===== src/rtl/muldiv_unit.sv =====
// muldiv_unit: iterative 32-bit multiply/divide unit with HI/LO registers.
// MULT/MULTU use radix-2 shift-add (LSB first); DIV/DIVU use restoring
// division (MSB first). Both run 32 iterations in CALC, then sign-fix in FIX.
// Build option: define MULDIV_DIV_EN to build the divide datapath; without it
// DIV/DIVU complete as 2-cycle no-ops that leave HI/LO untouched.
module muldiv_unit #(
  parameter int unsigned WIDTH = 32,
  parameter int unsigned CNT_W = 6
) (
  input  logic             clk_i,
  input  logic             rst_n,
  input  logic             start,
  input  logic [1:0]       op,
  input  logic [WIDTH-1:0] src1,
  input  logic [WIDTH-1:0] src2,
  input  logic             hi_we,
  input  logic             lo_we,
  input  logic [WIDTH-1:0] wdata,
  output logic             busy,
  output logic             done,
  output logic             div_zero,
  output logic [WIDTH-1:0] hi,
  output logic [WIDTH-1:0] lo
);

  localparam logic [1:0] S_IDLE = 2'd0;
  localparam logic [1:0] S_CALC = 2'd1;
  localparam logic [1:0] S_FIX  = 2'd2;

  localparam logic [CNT_W-1:0] LAST_ITER = CNT_W'(WIDTH - 1);

  logic [1:0]         state;
  logic [CNT_W-1:0]   cnt;
  logic [2*WIDTH-1:0] acc;
  logic [WIDTH-1:0]   a_q;
  logic [WIDTH-1:0]   b_q;
  logic               is_div_q;
  logic               neg_q;

  logic               is_signed;
  logic [WIDTH-1:0]   a_abs;
  logic [WIDTH-1:0]   b_abs;
  logic [WIDTH:0]     mul_sum;
  logic [2*WIDTH-1:0] mul_next;
  logic [2*WIDTH-1:0] prod_fix;

`ifdef MULDIV_DIV_EN
  logic               neg_r;
  logic [WIDTH:0]     rem_sh;
  logic [WIDTH:0]     rem_diff;
  logic               q_bit;
  logic [WIDTH-1:0]   rem_new;
  logic [2*WIDTH-1:0] div_next;
  logic [WIDTH-1:0]   quot_fix;
  logic [WIDTH-1:0]   rem_fix;
`endif

  assign busy = (state != S_IDLE);

  // Operand magnitudes at launch and the per-iteration / final datapaths.
  always_comb begin
    is_signed = ~op[0];
    a_abs     = (is_signed && src1[WIDTH-1]) ? -src1 : src1;
    b_abs     = (is_signed && src2[WIDTH-1]) ? -src2 : src2;
    // Add to the upper half, then shift the 65-bit {carry, acc} right by one.
    mul_sum   = {1'b0, acc[2*WIDTH-1:WIDTH]} + {1'b0, (b_q[0] ? a_q : '0)};
    mul_next  = {mul_sum, acc[WIDTH-1:1]};
    prod_fix  = neg_q ? -acc : acc;
`ifdef MULDIV_DIV_EN
    // Remainder sits in acc upper half; dividend bits enter from a_q's MSB.
    rem_sh    = {acc[2*WIDTH-1:WIDTH], a_q[WIDTH-1]};
    rem_diff  = rem_sh - {1'b0, b_q};
    q_bit     = (rem_sh >= {1'b0, b_q});
    rem_new   = q_bit ? rem_diff[WIDTH-1:0] : rem_sh[WIDTH-1:0];
    div_next  = {rem_new, acc[WIDTH-2:0], q_bit};
    quot_fix  = neg_q ? -acc[WIDTH-1:0] : acc[WIDTH-1:0];
    // With a zero divisor the remainder ends as |src1|, so re-applying the
    // dividend's sign reproduces src1 exactly for both DIV and DIVU.
    rem_fix   = neg_r ? -acc[2*WIDTH-1:WIDTH] : acc[2*WIDTH-1:WIDTH];
`endif
  end

  // Control FSM, iteration datapath and architectural HI/LO registers.
  always_ff @(posedge clk_i) begin
    if (!rst_n) begin
      state    <= S_IDLE;
      cnt      <= '0;
      acc      <= '0;
      a_q      <= '0;
      b_q      <= '0;
      is_div_q <= 1'b0;
      neg_q    <= 1'b0;
`ifdef MULDIV_DIV_EN
      neg_r    <= 1'b0;
`endif
      done     <= 1'b0;
      div_zero <= 1'b0;
      hi       <= '0;
      lo       <= '0;
    end else begin
      done     <= 1'b0;
      div_zero <= 1'b0;
      case (state)
        S_IDLE: begin
          if (start) begin
            is_div_q <= op[1];
            a_q      <= a_abs;
            b_q      <= b_abs;
            neg_q    <= is_signed & (src1[WIDTH-1] ^ src2[WIDTH-1]);
`ifdef MULDIV_DIV_EN
            neg_r    <= is_signed & src1[WIDTH-1];
            state    <= S_CALC;
`else
            state    <= op[1] ? S_FIX : S_CALC;
`endif
            cnt      <= '0;
            acc      <= '0;
          end else begin
            if (hi_we) hi <= wdata;
            if (lo_we) lo <= wdata;
          end
        end
        S_CALC: begin
`ifdef MULDIV_DIV_EN
          if (is_div_q) begin
            acc <= div_next;
            a_q <= a_q << 1;
          end else
`endif
          begin
            acc <= mul_next;
            b_q <= b_q >> 1;
          end
          cnt <= cnt + CNT_W'(1);
          if (cnt == LAST_ITER) state <= S_FIX;
        end
        S_FIX: begin
          state <= S_IDLE;
          done  <= 1'b1;
`ifdef MULDIV_DIV_EN
          if (is_div_q) begin
            hi <= rem_fix;
            if (b_q == '0) begin
              lo       <= '1;
              div_zero <= 1'b1;
            end else begin
              lo <= quot_fix;
            end
          end else
`else
          if (!is_div_q)
`endif
          begin
            hi <= prod_fix[2*WIDTH-1:WIDTH];
            lo <= prod_fix[WIDTH-1:0];
          end
        end
        default: state <= S_IDLE;
      endcase
    end
  end

endmodule


===== config.mk =====
export PLATFORM = sky130hd
export DESIGN_NAME = muldiv_unit
export DESIGN_NICKNAME = d
export VERILOG_FILES = /design/src/rtl/muldiv_unit.sv
export SDC_FILE = /design/constraint.sdc
export NUM_CORES = 1
export LEC_CHECK = 0
export CAP_MARGIN = 20
export CORE_MARGIN = 4
export CORE_UTILIZATION = 45
export CTS_BUF_LIST = sky130_fd_sc_hd__clkbuf_8
export DETAILED_ROUTE_END_ITERATION = 10
export PLACE_DENSITY = 0.76
export SLEW_MARGIN = 20
export SYNTH_ARGS = -nofsm -noshare
export SYNTH_HDL_FRONTEND = slang
export SYNTH_SLANG_ARGS = --single-unit

===== constraint.sdc =====
create_clock -name clk_i -period 4.2 [get_ports clk_i]
set_clock_uncertainty 0.15 [all_clocks]
set_input_delay 0.84 -clock clk_i [delete_from_list [all_inputs] [get_ports clk_i]]
set_output_delay 0.84 -clock clk_i [all_outputs]
set_load 0.01 [all_outputs]

==> results.yml <==
status:
  status: "complete, no violations"
synthesis:
  netlist_instances: 1586
  synth_nets: 1726
  synth_top_family_by_area: "compound AO/OA/AOI/OAI gates"
  yosysSeqAreaShare_pct: 33.1
  synth_mux_area_share_pct: 0.489
  synth_area_sq_mm: 0.0123
  synth_edf_count: 0
  syn_avg_cell_area_sq_um: 7.75
  synthTopCellsByArea: "dfxtp_1, o21ai_0, nor2_1"
  synth.distinct_cells: 66
  yosysTopAreaCellShare_pct: 33.1
  synth_xor_area_share_pct: 9.05
  post-synth-top-area-cell: "dfxtp_1"
  synth-simple-area-share_pct: 21.1
  synth_compound_area_share_pct: 28.1
  ys_seq_elements: 203
  yosysWarnings: 0
  yosys_most_used_dff: "dfxtp_1"
  async_flop_share_pct: 0
  synthAdderAreaFrac_pct: 3.83
route:
  wire_per_inst_um: 18.1
  drc_errors: 0
  num_vias: 12500
  vias_per_cell: 6.05
  drt-total-wl_um: 37400
  drt_iter0_markers: 1107
  ant_nets: 0
  firstDrtPassIters: 7
cts:
  clock-sinks: 203
  cts_tree: "yes"
  cts-buffers-inserted: 36
  clock_latency_ns: 0.53
  postCtsSetupBuffers: 0
  hold_buffers: 0
  cts_root_buffer: "clkbuf_8"
  cts.path.max_buffers: 3
  clk_pin_slew_worst_paths_ns: 0.06
  cts_resized: 0
  cts_htree_levels: 2
cells_and_area:
  ff_latch_area_sq_mm: 0.00407
  area.growth.synth_to_final_pct: 21.5
  antenna_cells: 0
  fin_cells: 2065
  fin_nets: 1840
  layout-drive-gt1-share_pct: 6.09
  multi_input_area_sq_mm: 0.00772
  num-fill-cells: 2527
  fin_area_sq_mm: 0.0149
sta:
  maxSlewHeadroom_pct: 38.9
  grt_setup_unrepaired: "false"
  final_hold_viol_count: 0
  slew_viol_final: 0
  fmax_mhz: 269
  setup_viol: 0
  layout_setup_ws_ns: 0.487
  post-route-min-period_ns: 3.71
  tightest_slew_ns: 0.916
  finalSetupTns_ns: 0
  timing.final.crit_share_pct: 88.4
floorplan:
  core-area_sq_mm: 0.0269
  die_x_um: 173
  fp-row-count: 60
  io_pins: 170
  die_h_um: 173
  start_util_pct: 45.7
  dieArea_sq_mm: 0.0300
placement:
  dp_hpwl_um: 27300
  preCtsSetupSlack_ns: 0.379
  port_buffers: 168
  dp_cells: 2003
  placed_area_sq_mm: 0.0142
  place.gp.congestion: 0.915
setup_path:
  crit_arrival_ns: 3.98
  endpoint_kind: "flip-flop"
  crit_buf_inv: 0
  slowest_stage: "or4_4"
  cp_top_family: "simple AND/OR/NAND/NOR gates"
  path_max_fanout: 14
  cp-start-kind: "flip-flop"
  worstSetupPathType: "reg -> reg"
  crit_chain: "or4_4, or3_1, or4_4, or2_4, or4_4, or3_1, a32o_1"
  cpPeakStageDelay_ns: 0.59
  worst_path_most_repeated_cell: "or4_4"
  required_ns: 4.47
global_routing:
  grt_overflow_total: 0
  first_global_vias: 11200
  grt_pass1_wl_um: 59000
  antenna_found_initial: 1
  grt_use_total_pct: 23.2
  grt_max_degree: 72
worst_hold_path:
  holdCritPathClass: "reg -> reg"
job:
  maxCapViolCount: 0
power:
  power.leakage_nw: 5.79
  vdd_ir_drop_max_uv: 189
  power_density_mw_per_mm2: 327
==> cells in the mapped netlist, drive strengths merged, types with 29 or more instances <==
cell / n
a211oi: 30
a21oi: 107
a22oi: 46
and2: 38
clkbuf: 108
dfxtp: 203
ha: 36
nand2: 140
nand3: 42
nor2: 190
nor3: 29
o21ai: 144
xnor2: 58
xor2: 69
==> worst min-delay path, stage by stage (launching register included) <==
cell	delay (ns)
dfxtp_1	0.30
nand2_1	0.05
a21oi_1	0.05
==> metal layers <==
layer  wire length (um)  track usage [%]  up-vias
li1                   -                -     6051
met1              17000             33.3     5798
met2              16100             35.6      564
met3               3290             4.60       69
met4                933             6.58        2
met5                 13                0        -
==> final cells by class <==
cell class	instances	area share [%]
timing repair buffer	194	12.9
tap	341	2.86
multi-input combinational	1248	51.7
inverter	17	0.444
clock inverter	14	0.461
clock buffer	48	4.43
sequential	203	27.2
==> through the flow <==
| step | power (mW) | hold WS (ns) | util (%) |
|---|---|---|---|
| after global routing | 5.09 | 0.325 | 55.5 |
| after detailed placement | 3.07 | 0.295 | 52.8 |
| after floorplan | 2.66 | 0.275 | - |
| final | 4.88 | 0.301 | 55.5 |
| after global placement | 3.05 | 0.283 | 52.8 |
| after CTS | 4.91 | 0.303 | 55.5 |
==> cells in the final DEF, fill, tap and decap left out, types with 10 or more instances in the layout <==
master           Yosys  layout
nor3_1              29      29
and2_1              38      37
a222oi_1            19      19
or4_1               15      15
nand2b_1            16      16
dfxtp_1            203     202
ha_1                36      36
a211o_1             11      11
o21ai_0            144     144
xor2_1              69      69
nand3_1             42      42
o31ai_1             25      25
or3_1               19      19
inv_1               16      27
o41ai_1             17      17
xnor2_1             58      58
clkbuf_8             0      48
a31oi_1             15      15
a21oi_1            107     107
o221ai_1            10      10
clkdlybuf4s50_1      0     167
nand2_1            140     140
buf_4                1      22
a21o_1              19      19
a22oi_1             46      46
a211oi_1            30      30
nor4_1              16      16
or2_2               12      12
o211ai_1            22      22
nor2_1             190     189
nand4_1             12      12
==> sequential cells by signal, summed over array words and instances, names as in the netlist <==
signal    count
state         2
is_div_q      1
a_q          32
b_q          32
cnt           6
neg_q         1
done          1
lo           32
acc          64
hi           32
==> path summary, 6_finish.rpt <==
path                               end  cells after the start  slack (ns)    start
worst min-delay path            a_q[0]                      2        0.30   a_q[0]
worst max register to register  hi[29]                      7        0.49  acc[28]
worst min register to register  a_q[0]                      2        0.30   a_q[0]
worst max-delay path            hi[29]                      7        0.49  acc[28]
==> power breakdown <==
part / switching, mW / internal [mW]
registers: 0.0791 / 2.05
logic: 0.509 / 0.402
clock network: 0.825 / 1.02
total: 1.41 / 3.47
==> cells by family after synthesis <==
family                   count (synthesis)
AO/OA/AOI/OAI                          524
XOR/XNOR                               127
other                                    1
buffers and inverters                  135
adder cells (fa/ha/maj)                 37
AND/OR/NAND/NOR                        553
multiplexers                             6
flip-flops                             203
Power figures use the tool's default switching activity.
